### config.mk
export PLATFORM = sky130hd
export DESIGN_NAME = bit_logic_pipe
export DESIGN_NICKNAME = d
export VERILOG_FILES = /design/src/rtl/bit_logic_pipe.sv
export SDC_FILE = /design/constraint.sdc
export NUM_CORES = 1
export LEC_CHECK = 0
export CORE_MARGIN = 2
export CORE_UTILIZATION = 48
export CTS_BUF_LIST = sky130_fd_sc_hd__clkbuf_16
export DETAILED_ROUTE_END_ITERATION = 8
export HOLD_SLACK_MARGIN = 0.15
export PLACE_DENSITY = 0.82
export SYNTH_ARGS = -nofsm -noshare
export SYNTH_HDL_FRONTEND = slang
export SYNTH_SLANG_ARGS = --single-unit
### constraint.sdc
create_clock -name clk -period 4.05 [get_ports clk]
set_clock_uncertainty 0.15 [all_clocks]
set_input_delay 1.0125 -clock clk [delete_from_list [all_inputs] [get_ports clk]]
set_output_delay 1.0125 -clock clk [all_outputs]
set_load 0.005 [all_outputs]
### src/rtl/bit_logic_pipe.sv
// bit_logic_pipe: registered two-operand bitwise unit with configurable latency,
// valid tracking and a saturating count of nonzero results.
// Optional feature macro: BIT_LOGIC_PARITY_EN adds po_parity (XOR-reduce of po_c).
module bit_logic_pipe #(
    parameter int unsigned A_W   = 2,
    parameter int unsigned B_W   = 3,
    parameter int unsigned C_W   = 4,
    parameter int unsigned LAT   = 1,
    parameter int unsigned CNT_W = 8
) (
    input  logic             clk,
    input  logic             rst,
    input  logic             pi_valid,
    input  logic [1:0]       pi_op,
    input  logic [A_W-1:0]   pi_a,
    input  logic [B_W-1:0]   pi_b,
    input  logic             pi_clr,
    output logic [C_W-1:0]   po_c,
    output logic             po_valid,
    output logic [CNT_W-1:0] po_cnt
`ifdef BIT_LOGIC_PARITY_EN
    ,
    output logic             po_parity
`endif
);

    logic [C_W-1:0] a_x;
    logic [C_W-1:0] b_x;
    logic [C_W-1:0] res;

    // Feed into the output register: either the raw result or the last inner stage.
    logic [C_W-1:0] f_c;
    logic           f_v;

    // Width adaptation (zero-extend or truncate) and operation select.
    always_comb begin
        a_x = C_W'(pi_a);
        b_x = C_W'(pi_b);
        res = '0;
        case (pi_op)
            2'b00:   res = a_x & b_x;
            2'b01:   res = a_x | b_x;
            2'b10:   res = a_x ^ b_x;
            default: res = a_x & ~b_x;  // NOT applies after extension
        endcase
    end

    generate
        if (LAT > 1) begin : g_pipe
            logic [C_W-1:0] s_c [LAT-1];
            logic [LAT-2:0] s_v;

            // Inner delay stages; the output register supplies the final cycle of latency.
            always_ff @(posedge clk) begin
                if (rst) begin
                    s_v <= '0;
                end else begin
                    s_v[0] <= pi_valid;
                    for (int i = LAT - 2; i > 0; i--) begin
                        s_v[i] <= s_v[i-1];
                    end
                end
                s_c[0] <= res;
                for (int i = LAT - 2; i > 0; i--) begin
                    s_c[i] <= s_c[i-1];
                end
            end

            assign f_c = s_c[LAT-2];
            assign f_v = s_v[LAT-2];
        end else begin : g_direct
            assign f_c = res;
            assign f_v = pi_valid;
        end
    endgenerate

    // Output stage: result only moves on a valid, otherwise it holds.
    always_ff @(posedge clk) begin
        if (rst) begin
            po_c     <= '0;
            po_valid <= 1'b0;
        end else begin
            po_valid <= f_v;
            if (f_v) begin
                po_c <= f_c;
            end
        end
    end

`ifdef BIT_LOGIC_PARITY_EN
    // Parity tracks po_c exactly: same enable, same reset.
    always_ff @(posedge clk) begin
        if (rst) begin
            po_parity <= 1'b0;
        end else if (f_v) begin
            po_parity <= ^f_c;
        end
    end
`endif

    // Nonzero-result counter; clear beats increment, saturates at all-ones.
    always_ff @(posedge clk) begin
        if (rst || pi_clr) begin
            po_cnt <= '0;
        end else if (f_v && (f_c != '0) && (po_cnt != '1)) begin
            po_cnt <= po_cnt + CNT_W'(1);
        end
    end

endmodule

==> summary.md, run 1 <==
| Metric | Value |
|---|---|
| Status | completed |
| Hold-fix buffers, CTS | 0 |
| Worst reg2reg path startpoint | po_cnt[3] |
| CP startpoint | pi_op[0] |
| Slew Limit Fails | 0 |
| Synth area leaders | dfxtp_1 31%, ha_1 9.8%, a21oi_1 7.9% |
| Setup violations, final | 0 |
| Nets@finish | 137 |
| Pin count of the biggest net entering global routing | 9 |
| Total power | about 360 µW |
| Hold Path Class | register to register |
| Post-route ant nets | 0 |
| Crit-path slowest cell | nor4b_2 |
| Vias per cell | 5.92 |
| Worst path max stage delay | 0.52 ns |
| Vias in the first global route | 760 |
| Cell count after synthesis | 96 |
| CP Max Fanout | 8 |
| H-Tree Depth | 1 |
| Worst skew pair latency | 0.24 ns |
| Fin. Hold Viols | 0 |
| Worst slew pin tran | roughly 0.52 ns |
| Post-Syn Nets | 113 |
| Worst Hold Depth | 2 |
| Avg Cell Area, Syn | 7.96 µm² |
| Root Buffer | clkbuf_16 |
| CTS tree | yes |
| Aggregate global-route resource usage | roughly 22% |
| Max rail drop VDD | 0.248 mV |
| CTS Sinks | 12 |
| Unrepaired setup endpoints after global routing | false |
| I/O pin count | 24 |
| Global-route wire length before repair | 3.17 mm |
| Setup repair bufs after CTS | 0 |
| Dpl hpwl | between 1 and 1.5 mm |
| Pwr/cell area | 336 nW/µm² |
| Initial antenna violation count | 0 |
| R2r worst-path depth | 5 |
| CTS buffer count | 3 |
| Top cell type's share of synthesized area | 31.4% |
| Clk slew on worst S/H paths | 0.04 ns |
| WP data required | approximately 4.0 ns |
| Post-synth top area cell | dfxtp_1 |
| Drt total wl | around 1.8 mm |
| Layout area overhead | 39.6% |
| # rows | 14 |
| Worst setup EP type | register |
| Initial DRC count | 22 |
| Distinct cells, synth | 34 |
| Routed via count | between 700 and 800 |
| Fill count | 118 |
| Starting Density | 50.7% |
| ANT cells | 0 |
| Share of layout cells above drive strength 1 | 7.56% |
| Gates resized, CTS repair | 0 |
| Period minus WS final | 3.16 ns |
| # port buffers | 22 |
| Wire length per cell | ~13 µm |
| DRT Pass-1 Iters | 4 |
| Setup TNS | 0 ns |
| GPL Wtd Cong | about 0.84 |
| Netlist Area Pre-Place | around 760 µm² |
| Crit-path cells | clkdlybuf4s50_1 > inv_1 > ha_1 > nand2b_1 > o21ai_1 > nor4b_2 > a21oi_1 > a311oi_1 |
| DRC errors left | 0 |
| Worst EP arrival | about 3.2 ns |
| Static Leakage | 0.419 nW |
| Die Y | 43.9 µm |
| Total gr overflow | 0 |
| Die ar. | slightly below 2000 µm² |
| Highest clock rate | about 320 MHz |
| Commonest cells after routing, fill and taps aside | 22 x clkdlybuf4s50_1, 12 x a21oi_1, 12 x dfxtp_1 |
| Synth warn | 0 |
| Sequential area share after synthesis | 31.4% |
| Worst setup SP type | input pin |
| Area taken by multi-input logic gates | 482 µm² |
| Maxcap violations | 0 |
| Placeable Area | 1510 µm² |
| Register cell area after layout | about 240 µm² |
| Hold_sp | po_c[2] |
| Relative slew slack | 65.4% |
| Worst setup path class | input pin to register |
| Tcrit/Tclk final | between 70% and 80% |
| Synth Register Bits | 12 |
| Longest Clk Path Bufs | 2 |
| Die width | 43.9 µm |
| Most common cell after layout, fill and taps aside | clkdlybuf4s50_1 |
[worst paths after layout]
path,slack [ns],endpoint
setup reg to reg,2.25,po_cnt[7]
setup / recovery,0.89,po_cnt[6]
hold / removal,0.33,po_c[2]
hold reg to reg,0.33,po_c[2]
[flip-flops by register name, summed over array words and instances, names as in the netlist]
name / count
po_c: 3
po_cnt: 8
po_valid: 1
[per-layer routing]
metal / share of wire [%] / global-route usage [%] / up-vias
met3: 5.8 / 5.83 / 4
met2: 51 / 40.9 / 34
met1: 42 / 23.1 / 368
met4: 1.7 / 10.9 / 0
li1: - / - / 393
met5: 0 / 0 / -
[cells in the mapped netlist]
| master | number |
|---|---|
| o221a_2 | 1 |
| nor2b_1 | 2 |
| conb_1 | 1 |
| and4_1 | 1 |
| buf_4 | 1 |
| o2111ai_1 | 1 |
| ha_1 | 6 |
| nand4b_1 | 1 |
| dfxtp_1 | 12 |
| a22o_1 | 1 |
| a311oi_1 | 1 |
| o211a_1 | 1 |
| a211oi_1 | 3 |
| nand2b_1 | 2 |
| nor3_1 | 3 |
| o21ai_1 | 1 |
| or3_1 | 2 |
| or3_4 | 1 |
| a21oi_1 | 12 |
| o21ai_0 | 6 |
| or2_2 | 1 |
| buf_2 | 1 |
| nand3b_1 | 1 |
| nand3_1 | 2 |
| nand2_1 | 8 |
| inv_1 | 7 |
| o31ai_1 | 1 |
| buf_1 | 1 |
| xor2_1 | 2 |
| nor2_1 | 8 |
| and3b_1 | 1 |
| a31oi_1 | 1 |
| nor4b_2 | 1 |
| a31o_2 | 2 |
[layout make-up]
cell class,instances,area share (%)
Tap cell,16,1.88
Clock buffer,3,7.03
Sequential cell,12,22.5
Timing Repair Buffer,22,20.6
Clock inverter,1,0.352
Multi-Input combinational cell,74,45.1
Inverter,7,2.46
[where the power goes]
group	leakage (nW)	switching, mW	internal [mW]
logic	0.283	0.0262	0.0274
registers	0.0975	0.00173	0.121
clock network	0.0385	0.0514	0.130
total	0.419	0.0794	0.279
[through the flow]
step | setup slack (ns) | cell area, µm² | util, % | instances | hold WS, ns
finish | 0.893 | 1070 | 70.8 | 135 | 0.328
global route | 0.723 | 1070 | 70.8 | 135 | 0.362
CTS | 0.941 | 1070 | 70.8 | 135 | 0.330
detailed placement | 0.703 | 988 | 65.6 | 131 | 0.322
global placement | 0.766 | 988 | 65.6 | 131 | 0.307
floorplan | 1.33 | 764 | - | 96 | 0.305
[logic make-up (layout without fill, tap and decap cells)]
kind of cell	Yosys count	after routing	synth area share, %
and+or+nand+nor	34	34	24.7
AOI/OAI and AO/OA	31	31	25.7
DFF	12	12	31.4
buffers and inverters	10	33	5.56
adders and majority gates	6	6	9.82
xor gates and xnor gates	2	2	2.29
other	1	1	0.491
[worst max-delay path, delay by kind of cell]
family / cells / cell delay, ns
AND/OR/NAND/NOR: 2 / 0.65
buffers and inverters: 2 / 0.56
AO/OA/AOI/OAI: 3 / 0.53
adder cells (fa/ha/maj): 1 / 0.40
Note: power is estimated with default switching activity, not from simulation.
==> run 2: changes to the inputs <==
--- a/config.mk
+++ b/config.mk
@@ -6,11 +6,11 @@
 export NUM_CORES = 1
 export LEC_CHECK = 0
 export CORE_MARGIN = 2
-export CORE_UTILIZATION = 48
+export CORE_UTILIZATION = 45
 export CTS_BUF_LIST = sky130_fd_sc_hd__clkbuf_16
 export DETAILED_ROUTE_END_ITERATION = 8
 export HOLD_SLACK_MARGIN = 0.15
-export PLACE_DENSITY = 0.82
+export PLACE_DENSITY = 0.78
 export SYNTH_ARGS = -nofsm -noshare
 export SYNTH_HDL_FRONTEND = slang
 export SYNTH_SLANG_ARGS = --single-unit
==> constraint.sdc (replaced) <==
create_clock -name clk -period 3.2 [get_ports clk]
set_clock_uncertainty 0.15 [all_clocks]
set_input_delay 0.8 -clock clk [delete_from_list [all_inputs] [get_ports clk]]
set_output_delay 0.8 -clock clk [all_outputs]
set_load 0.005 [all_outputs]
==> run 2 against run 1 <==
Against the previous run:
- final cell count rose by 0.74%
- sequential cell count did not move
- clock power rose by 23%
==> summary.md, run 2 (synthesis results as in run 1) <==
| Metric | Value |
|---|---|
| Dpl hpwl | about 1.4 mm |
| DRT Pass-1 Iters | 4 |
| Tcrit/Tclk final | 89.8% |
| Worst EP arrival | 2.89 ns |
| Max FFs per register | 8 |
| WP data required | 3.22 ns |
| Static Leakage | roughly 0.43 nW |
| CTS buffer count | 3 |
| Hold-fix buffers, CTS | 0 |
| # port buffers | 22 |
| Worst setup EP type | register |
| Busiest layer in global routing | met2 |
| Die width | 45.2 µm |
| Post-route ant nets | 0 |
| Vias per cell | roughly 5.7 |
| Die ar. | just over 2000 µm² |
| Maxcap violations | 0 |
| Worst reg2reg path startpoint | po_cnt[3] |
| Drt total wl | 1.80 mm |
| Period minus WS final | between 2 and 3 ns |
| Starting Density | 49.6% |
| DRC errors left | 0 |
| Setup violations, final | 0 |
| Worst setup path class | input pin to register |
| Highest clock rate | 348 MHz |
| Nets@finish | about 140 |
| Root Buffer | clkbuf_16 |
| M3 GR Usage | 4.40% |
| Global-route wire length before repair | ~3.2 mm |
| Longest Clk Path Bufs | 2 |
| GPL Wtd Cong | 0.821 |
| Hold Path Class | register to register |
| Routed via count | 770 |
| Total gr overflow | 0 |
| Hold_sp | po_c[2] |
| Commonest cells after routing, fill and taps aside | 22 x clkdlybuf4s50_1, 12 x a21oi_1, 12 x dfxtp_1 |
| Share of layout cells above drive strength 1 | approximately 9.2% |
| Layout area overhead | 41.1% |
| H-Tree Depth | 1 |
| Initial antenna violation count | 0 |
| Hold_ws | around 0.33 ns |
| CTS tree | yes |
| Total power | about 450 µW |
| Crit-path slowest cell | clkdlybuf4s50_1 |
| Pin count of the biggest net entering global routing | 9 |
| Most common cell after layout, fill and taps aside | clkdlybuf4s50_1 |
| Registers with the most flip-flops | po_cnt: 8 flops, po_c: 3 flops, po_valid: 1 flops |
| Crit-path cells | clkdlybuf4s50_1 > inv_1 > ha_1 > nand2b_1 > o21ai_1 > or3_4 > or3_1 > a21oi_1 |
| Initial DRC count | 7 |
| Vias in the first global route | 773 |
| Fill count | between 100 and 150 |
| Met2 usage | a little under two fifths |
| Fin. Hold Viols | 0 |
| Status | completed |
| Met1 GRT Util | roughly a quarter |
| CP Max Fanout | 8 |
| Die Y | between 40 and 50 µm |
| Worst setup SP type | input pin |
| Worst skew pair latency | ~0.24 ns |
| CTS Sinks | 12 |
| Aggregate global-route resource usage | between 20% and 30% |
| CP startpoint | pi_op[1] |
| I/O pin count | 24 |
| Worst path max stage delay | between 0.4 and 0.5 ns |
| Slew Limit Fails | 0 |
| Pwr/cell area | 415 nW/µm² |
| Setup TNS | 0 ns |
| Max rail drop VDD | 0.270 mV |
| Unrepaired setup endpoints after global routing | false |
| Setup repair bufs after CTS | 0 |
| Gates resized, CTS repair | 0 |
| ANT cells | 0 |
| Placeable Area | 1540 µm² |
| # rows | 14 |
| Clk slew on worst S/H paths | 0.04 ns |
| Wire length per cell | 13.3 µm |
| Reg with most FFs | po_cnt |
[run 2: changes by cell type in the layout (fill, tap and decap cells not counted)]
cell	delta
clkinv_1	-1
buf_4	+2
[run 2: metal layers]
metal | vias up | share of wire [%]
met5 | - | 0
met4 | 0 | 1.1
met3 | 4 | 5.3
met2 | 26 | 52
met1 | 345 | 41
li1 | 395 | -
[run 2: cell type report]
cell class                      instances  area (µm²)  area share [%]
Clock buffer                            3        75.1            6.96
Inverter                                7        26.3            2.44
Multi-Input combinational cell         74         482            44.7
Sequential cell                        12         240            22.3
Tap cell                               16        20.0            1.86
Timing Repair Buffer                   24         235            21.8
[run 2: path summary, 6_finish.rpt]
kind / endpoint / slack [ns] / cells past startpoint
worst max-delay path: po_cnt[0] / 0.33 / 8
worst min-delay path: po_c[2] / 0.33 / 2
worst max register to register: po_cnt[7] / 1.44 / 5
worst min register to register: po_c[2] / 0.33 / 2
[run 2: power breakdown]
| group | internal, mW | total [mW] | switching, mW | leakage, nW |
|---|---|---|---|---|
| combinational | 0.0361 | 0.0686 | 0.0326 | 0.294 |
| clock | 0.162 | 0.223 | 0.0606 | 0.0370 |
| sequential | 0.154 | 0.156 | 0.00220 | 0.0975 |
| total | 0.352 | 0.448 | 0.0953 | 0.428 |
[run 2: stage by stage]
step / worst slack [ns] / cells / instance area (µm²) / utilization [%]
after global routing: 0.163 / 136 / 1080 / 70.0
final: 0.328 / 136 / 1080 / 70.0
after floorplan: 0.689 / 96 / 764 / -
after CTS: 0.321 / 136 / 1080 / 70.0
after global placement: 0.144 / 133 / 1000 / 65.1
after detailed placement: 0.0795 / 133 / 1000 / 65.1
[run 2: worst max-delay path, delay by kind of cell]
family                   cells  cell delay [ns]
AND/OR/NAND/NOR              3             0.90
buffers and inverters        2             0.54
AO/OA/AOI/OAI                2             0.25
adder cells (fa/ha/maj)      1             0.40
==> run 3: changes to the inputs <==
--- a/config.mk
+++ b/config.mk
@@ -5,12 +5,15 @@
 export SDC_FILE = /design/constraint.sdc
 export NUM_CORES = 1
 export LEC_CHECK = 0
+export CELL_PAD_IN_SITES_DETAIL_PLACEMENT = 0
+export CELL_PAD_IN_SITES_GLOBAL_PLACEMENT = 2
 export CORE_MARGIN = 2
-export CORE_UTILIZATION = 45
+export CORE_UTILIZATION = 25
 export CTS_BUF_LIST = sky130_fd_sc_hd__clkbuf_16
 export DETAILED_ROUTE_END_ITERATION = 8
 export HOLD_SLACK_MARGIN = 0.15
-export PLACE_DENSITY = 0.78
+export PLACE_DENSITY_LB_ADDON = 0.1
+export SKIP_LAST_GASP = 1
 export SYNTH_ARGS = -nofsm -noshare
 export SYNTH_HDL_FRONTEND = slang
 export SYNTH_SLANG_ARGS = --single-unit
==> run 3 against run 2 <==
Against the previous run:
- highest routed layer unchanged
- critical endpoint is now po_cnt[7]
- sequential share of layout area down 0.87 points
- register-to-register slack worse by 0.04 ns
- setup slack better by 0.0063 ns
==> summary.md, run 3 (synthesis results as in run 1) <==
| Metric | Value |
|---|---|
| Max rail drop VDD | 0.214 mV |
| Worst Hold Depth | 2 |
| CP Max Fanout | 8 |
| Fill count | between 200 and 300 |
| H-Tree Depth | 1 |
| Reg with most FFs | po_cnt |
| CTS tree | yes |
| Finished Cell Area | between 1000 and 1500 µm² |
| Met1 GRT Util | 14.2% |
| WP data required | 3.22 ns |
| Hold_ws | approximately 0.32 ns |
| DRT Pass-1 Iters | 4 |
| Fin. Hold Viols | 0 |
| Highest clock rate | around 350 MHz |
| Worst setup path class | input pin to register |
| GPL Wtd Cong | a little under 0.7 |
| Worst EP arrival | 2.89 ns |
| Maxcap violations | 0 |
| M3 GR Usage | 4.15% |
| Pin count of the biggest net entering global routing | 9 |
| # port buffers | 22 |
| Setup violations, final | 0 |
| Met2 usage | 21.7% |
| Vias per cell | 4.96 |
| Vias in the first global route | 748 |
| Period minus WS final | ~2.9 ns |
| Worst setup SP type | input pin |
| Tcrit/Tclk final | 89.6% |
| Register cell area after layout | around 240 µm² |
| Registers with the most flip-flops | po_cnt: 8 flops, po_c: 3 flops, po_valid: 1 flops |
| Routed via count | 774 |
| Pre-CTS setup slack | 0.0861 ns |
| ANT cells | 0 |
| DRC errors left | 0 |
| Placeable Area | 2980 µm² |
| Longest Clk Path Bufs | 2 |
| Aggregate global-route resource usage | 12.7% |
| Die width | 59.3 µm |
| Static Leakage | 0.443 nW |
| Hold-fix buffers, CTS | 0 |
| Area taken by multi-input logic gates | 482 µm² |
| Post-route ant nets | 0 |
| Initial DRC count | 22 |
| Share of layout cells above drive strength 1 | 11.4% |
| Worst slew pin tran | 0.516 ns |
| Global-route wire length before repair | 3.28 mm |
| Root Buffer | clkbuf_16 |
| Total gr overflow | 0 |
| Die Y | approximately 59 µm |
| # rows | 20 |
| Pwr/cell area | 402 nW/µm² |
| Area post-placement | between 1000 and 1500 µm² |
| Commonest cells after routing, fill and taps aside | 22 x clkdlybuf4s50_1, 12 x a21oi_1, 12 x dfxtp_1 |
| CTS buffer count | 3 |
| Unrepaired setup endpoints after global routing | false |
| Max FFs per register | 8 |
| Wire length per cell | 11.9 µm |
| Final WS setup | 0.334 ns |
| Starting Density | 25.7% |
| Status | completed |
| Layout area overhead | 46.8% |
| Clk slew on worst S/H paths | 0.04 ns |
| Busiest layer in global routing | met2 |
| Initial antenna violation count | 0 |
| Slew Limit Fails | 0 |
| Setup repair bufs after CTS | 0 |
| CTS Sinks | 12 |
| Most common cell after layout, fill and taps aside | clkdlybuf4s50_1 |
| Drt total wl | 1.86 mm |
| Relative slew slack | 65.3% |
| Worst setup EP type | register |
| Setup TNS | 0 ns |
| Worst skew pair latency | around 0.24 ns |
| Dpl hpwl | 1.53 mm |
| Gates resized, CTS repair | 0 |
| Hold Path Class | register to register |
| I/O pin count | 24 |
| Nets@finish | 142 |
| R2r worst-path depth | 5 |
| Die ar. | 3520 µm² |
-- run 3: changes by cell type in the layout (fill, tap and decap cells not counted), sizes merged --
cell,previous run,this run
buf,2,5
-- run 3: final timing paths --
path | from | slack (ns) | end
setup / recovery | pi_op[0] | 0.33 | po_cnt[7]
hold reg to reg | po_c[2] | 0.32 | po_c[2]
hold / removal | po_c[2] | 0.32 | po_c[2]
setup reg to reg | po_cnt[3] | 1.40 | po_cnt[7]
-- run 3: metal layers --
layer	up-vias	routed length, µm
li1	403	-
met5	-	0
met3	4	81
met2	19	952
met1	348	792
met4	0	29
-- run 3: metrics by stage --
step	std cells	power, mW	utilization [%]
2_1_floorplan	96	0.196	-
6_report	156	0.451	37.7
3_3_place_gp	153	0.230	35.2
5_1_grt	156	0.472	37.7
3_5_place_dp	153	0.231	35.2
4_1_cts	156	0.457	37.7
-- run 3: worst max-delay path: stages --
cell and delay, ns:
clkdlybuf4s50_1 0.48, inv_1 0.07, ha_1 0.40, nand2b_1 0.13, o21ai_1 0.11, or3_4 0.41, or3_1 0.35, a21oi_1 0.14
-- run 3: report_power, final --
part	switching, mW	internal [mW]
clock	0.0609	0.162
sequential	0.00212	0.154
combinational	0.0331	0.0384
total	0.0961	0.355
-- run 3: cell type report --
type	instances	share of cell area [%]
flip-flops and latches	12	21.4
well taps	33	3.68
multi-input cells	74	42.9
repair buffers	27	23.0
clock buffers	3	6.69
inverters	7	2.34
==> edit 1 (config.mk and constraints of run 3) <==
Add a define of `BIT_LOGIC_PARITY_EN`.
--- a/src/rtl/bit_logic_pipe.sv
+++ b/src/rtl/bit_logic_pipe.sv
@@ -2,4 +2,6 @@
 // valid tracking and a saturating count of nonzero results.
 // Optional feature macro: BIT_LOGIC_PARITY_EN adds po_parity (XOR-reduce of po_c).
+`define BIT_LOGIC_PARITY_EN
+
 module bit_logic_pipe #(
     parameter int unsigned A_W   = 2,
Formal check against the unedited RTL (old outputs only; new: po_parity): equivalent (equiv_simple and equiv_induct, registers matched by name and starting in step).
==> edit 1 against run 3 <==
Critical path depth is 3 higher. Wire length decreased by 1.2%. Utilization rose by 2.6 points. Final area rose by 8.8%. Fmax is 4.3% lower. Power is 9.9% higher. Largest cell class unchanged. Hold slack better by 0.0095 ns. Combinational power rose by 24%. Area after synthesis rose by 3.1%. Setup slack worse by 0.13 ns. Critical endpoint unchanged. Sequential cell count rose by 1. Clock power up 6%.
==> edit 1: results (changes against run 3) <==
status: "completed"  # unchanged
synth-edff-count: 0  # unchanged
slowest_stage: "or4_1"  # was clkdlybuf4s50_1
holdCritStartpoint: "po_c[1]"  # was po_c[2]
dp_hpwl_um: 1450  # was 1530 µm
min_path_cells: 2  # unchanged
grt_usage: 0.120  # was 0.127
routed_wl_um: 1830  # was 1860 µm
grt_max_degree: 11  # was 9
whs_ns: 0.331  # was 0.321 ns
synth_cell_types: 33  # was 34
cts.htree.levels: 1  # unchanged
reg.largest.list: "po_cnt (8), po_c (3)"  # was po_cnt (8), po_c (3), po_valid (1)
power_leakage_nw: 0.504  # was 0.443 nW
syn_inst: 93  # was 96
synthesis.nets: 112  # was 113
grt_first_pass_wirelength_um: 3150  # was 3280 µm
ys_seq_area_frac: 0.330  # was 0.314
vias: 747  # was 774
ir_drop_mv: 0.195  # was 0.214 mV
fin_nets: 147  # was 142
r2r_start: "po_cnt[0]"  # was po_cnt[3]
synthTopCellsByArea: "dfxtp_1 33%, ha_1 13%, inv_1 4.3%, a21oi_1 3.8%, nor2_1 3.3%"  # was dfxtp_1 31%, ha_1 9.8%, a21oi_1 7.9%, o21ai_0 3.9%, nand2_1 3.9%
hp-class: "reg -> reg"  # unchanged
cts_buffers: 3  # unchanged
drtIter0Drc: 15  # was 22
critPathMaxFanout: 3  # was 8
place_congestion: 0.756  # was 0.681
holdPathEnd: "po_c[1]"  # was po_c[2]
cts_root_buf: "clkbuf_16"  # unchanged
cpLargestDelayFamily: "simple AND/OR/NAND/NOR gates"  # unchanged
final_cells: 171  # was 156
antenna_found_initial: 0  # unchanged
arrival_ns: 3.02  # was 2.89 ns
portBuffers: 23  # was 22
grt_pass1_vias: 673  # was 748
rrSetupSlack_ns: 1.45  # was 1.40 ns
yosysWarnings: 0  # unchanged
drive_gt1_frac: 0.150  # was 0.114
cp_slowest_stage_delay_ns: 0.53  # was 0.48 ns
synth_commonest_cells: "13 x dfxtp_1, 9 x inv_1, 8 x ha_1, 7 x nor2_1, 6 x a21oi_1"  # was 12 x a21oi_1, 12 x dfxtp_1, 8 x nand2_1, 8 x nor2_1, 7 x inv_1
[edit 1: cell count changes after synthesis, moves of 2 or more]
cell / delta
o21ai_0: -2
ha_1: +2
mux2i_1: +2
nor3_1: -3
inv_1: +2
or2b_1: +2
and3_1: +2
nand2_1: -3
a31o_2: -2
xnor2_1: +3
a21oi_1: -6
nand3_1: +3
[edit 1: cell families (layout without fill, tap and decap cells)]
group                      after synthesis  count (layout)  synth area share
AOI/OAI and AO/OA                       21              21             0.192
xor gates and xnor gates                 4               4            0.0445
adders and majority gates                8               8             0.127
buffers and inverters                   13              47            0.0682
DFF                                     13              13             0.330
muxes                                    2               2            0.0254
other                                    1               1           0.00476
and+or+nand+nor                         31              31             0.208
[edit 1: layout make-up]
type                            count  area (µm²)
Fill cell                         321        1810
Multi-Input combinational cell     67         480
Timing Repair Buffer               34         313
Sequential cell                    13         260
Clock buffer                        3        75.1
Tap cell                           44        55.1
Inverter                            9        33.8
Clock inverter                      1        3.75
[edit 1: how the worst max path moves through the flow]
stage	from	endpoint
after floorplan	pi_op[1]	po_cnt[7]
after global placement	pi_op[0]	po_cnt[6]
after detailed placement	pi_op[1]	po_cnt[3]
after CTS	pi_op[1]	po_cnt[3]
after global routing	pi_op[1]	po_cnt[7]
final	pi_op[1]	po_cnt[7]
[edit 1: worst min-delay path, stage by stage, from the launching register on]
cell and delay [ns]:
dfxtp_1 0.30, nor2_1 0.08, a211oi_1 0.05
[edit 1: metrics by stage]
stage / setup slack, ns / area [µm²] / setup TNS [ns]
after global placement: -0.0604 / 1140 / -0.0911
after floorplan: 0.549 / 788 / 0
final: 0.205 / 1220 / 0
after global routing: 0.0114 / 1220 / 0
after detailed placement: -0.0590 / 1140 / -0.134
after CTS: 0.175 / 1210 / 0
[edit 1: timing repair]
| action | in CTS | in global routing |
|---|---|---|
| endpoints found under the setup margin | 0 | 3 |
| gates resized for setup | 0 | 2 |
| buffers inserted | 0 | 0 |
[edit 1: report_power, final]
| group | total, W | switching, W | internal [W] |
|---|---|---|---|
| Combinational | 0.0000888 | 0.0000371 | 0.0000517 |
| Sequential | 0.000171 | 0.00000328 | 0.000168 |
| Clock | 0.000236 | 0.0000707 | 0.000165 |
[edit 1: layer usage]
layer	track usage	vias up	wire, µm
li1	-	391	-
met1	0.167	332	907
met2	0.161	19	768
met3	0.0433	5	122
met4	0.0571	0	36
met5	0	-	0
==> edit 2 (flow settings as in run 3) <==
Made on the original files. Remove the register `po_valid`: a continuous assignment takes its place, so the output `po_valid` follows one clock earlier.
--- a/src/rtl/bit_logic_pipe.sv
+++ b/src/rtl/bit_logic_pipe.sv
@@ -79,7 +79,5 @@
         if (rst) begin
             po_c     <= '0;
-            po_valid <= 1'b0;
         end else begin
-            po_valid <= f_v;
             if (f_v) begin
                 po_c <= f_c;
@@ -87,4 +85,6 @@
         end
     end
+
+    assign po_valid = f_v;
 
 `ifdef BIT_LOGIC_PARITY_EN
Formal check against the unedited RTL: not equivalent (Yosys sat finds a counterexample within 4 cycles, from zero or initial values and one cycle with rst high).
==> edit 2 against run 3 <==
Final area up 4.2%. Setup slack got worse by 0.026 ns. Sequential cell count decreased by 1. Die area is 7.5% higher. Via count up 4.1%. Hold slack got worse by 0.0044 ns. Power shrank 0.24%. Utilization about the same. Wire length is 20% higher. Count of clock-buffer cells in the layout unchanged. Area after synthesis up 8.0%. Combinational power increased by 14%. Highest routed layer unchanged.
==> edit 2: results (changes against run 3) <==
drtIter0Drc: 15  # was 22
synth_commonest_cells: "11 x dfxtp_1, 7 x inv_1, 7 x nand2_1, 6 x ha_1, 6 x nand2b_1"  # was 12 x a21oi_1, 12 x dfxtp_1, 8 x nand2_1, 8 x nor2_1, 7 x inv_1
place_congestion: 0.726  # was 0.681
path_clk_slew_ns: 0.04  # about the same
portBuffers: 22  # unchanged
place_area_mm2: 0.00109  # was 0.00105 mm²
arrival_ns: 2.90  # was 2.89 ns
grt_first_pass_wirelength_um: 3590  # was 3280 µm
cts.htree.levels: 1  # unchanged
grt_usage: 0.131  # was 0.127
reg.largest.list: "po_cnt (8), po_c (3)"  # was po_cnt (8), po_c (3), po_valid (1)
status: "completed"  # unchanged
cts_root_buf: "clkbuf_16"  # unchanged
grt_pass1_vias: 714  # was 748
grt_max_degree: 13  # was 9
hp-class: "reg -> reg"  # unchanged
clk_latency_ns: 0.23
routed_wl_um: 2220  # was 1860 µm
fin_nets: 139  # was 142
diodes: 0  # unchanged
cts_buffer_depth: 2  # unchanged
dr.pass1.iters: 4  # unchanged
cts_resized: 0  # unchanged
finalHoldViolations: 0  # unchanged
async_reset_ff_frac: 0  # unchanged
synthTopCellsByArea: "dfxtp_1 27%, ha_1 9.1%, mux2i_1 4.8%, nand2b_1 4.5%, or3_1 3.8%"  # was dfxtp_1 31%, ha_1 9.8%, a21oi_1 7.9%, o21ai_0 3.9%, nand2_1 3.9%
cts_setup_buffers: 0  # unchanged
dp_hpwl_um: 1680  # was 1530 µm
drive_gt1_frac: 0.0826  # was 0.114
vias: 806  # was 774
ir_drop_mv: 0.212  # was 0.214 mV
critPathMaxFanout: 9  # was 8
synth_cell_types: 39  # was 34
synthesis.nets: 114  # was 113
cts_buffers: 3  # unchanged
power_leakage_nw: 0.442  # was 0.443 nW
gr-total-overflow: 0  # unchanged
ys_seq_area_frac: 0.267  # was 0.314
antenna_found_initial: 0  # unchanged
## edit 2: cell types whose count changed after synthesis, moves of 3 or more
| cell | before | now |
|---|---|---|
| mux2i_1 | 0 | 4 |
| a21oi_1 | 12 | 3 |
| nand2b_1 | 2 | 6 |
| nor2_1 | 8 | 5 |
| or3_1 | 2 | 5 |
| o21ai_0 | 6 | 2 |
## edit 2: per-layer routing
metal | share of wire | vias up | routed length (µm) | global-route usage
li1 | - | 410 | - | -
met1 | 0.49 | 371 | 1090 | 0.183
met2 | 0.45 | 23 | 1010 | 0.198
met3 | 0.050 | 2 | 111 | 0.0357
met4 | 0.0068 | 0 | 15 | 0.0365
met5 | 0 | - | 0 | 0
## edit 2: logic make-up after synthesis
kind of cell    share of synthesized area
simple gates                        0.297
compound gates                      0.200
buf+inv                            0.0712
flops                               0.267
fa+ha+maj                          0.0909
mux                                0.0485
xor+xnor                           0.0212
other cells                       0.00454
## edit 2: critical path, stage by stage
cell and delay (ns):
clkdlybuf4s50_1 0.49, inv_1 0.06, ha_1 0.37, nor2_1 0.07
a32o_1 0.36, buf_4 0.20, nor4_2 0.34, mux2i_1 0.22
## edit 2: area by class of cell
type | instances | area (µm²)
Fill cell | 344 | 1930
Sequential cell | 11 | 220
Timing Repair Buffer | 25 | 243
Clock inverter | 1 | 3.75
Clock buffer | 3 | 75.1
Tap cell | 44 | 55.1
Inverter | 7 | 26.3
Multi-Input combinational cell | 74 | 547
## edit 2: worst paths after layout
| path | from | end | slack (ns) | cells after the start |
|---|---|---|---|---|
| max | pi_op[0] | po_cnt[4] | 0.31 | 8 |
| min | po_c[2] | po_c[2] | 0.32 | 2 |
| max reg2reg | po_cnt[0] | po_cnt[0] | 1.34 | 5 |
| min reg2reg | po_c[2] | po_c[2] | 0.32 | 2 |
## edit 2: per-stage QoR
step | util | hold WS (ns) | setup WS [ns] | cells
floorplan | - | 0.306 | 0.841 | 97
global placement | 0.352 | 0.306 | 0.0821 | 161
detailed placement | 0.352 | 0.313 | 0.0628 | 161
CTS | 0.377 | 0.320 | 0.303 | 165
global route | 0.377 | 0.341 | 0.193 | 165
finish | 0.377 | 0.317 | 0.308 | 165
## edit 2: where the power goes
| part | switching (W) | internal, W | leakage [nW] |
|---|---|---|---|
| Combinational | 0.0000417 | 0.0000395 | 0.310 |
| Sequential | 0.00000204 | 0.000141 | 0.0892 |
| Clock | 0.0000617 | 0.000164 | 0.0423 |
| Total | 0.000105 | 0.000344 | 0.442 |
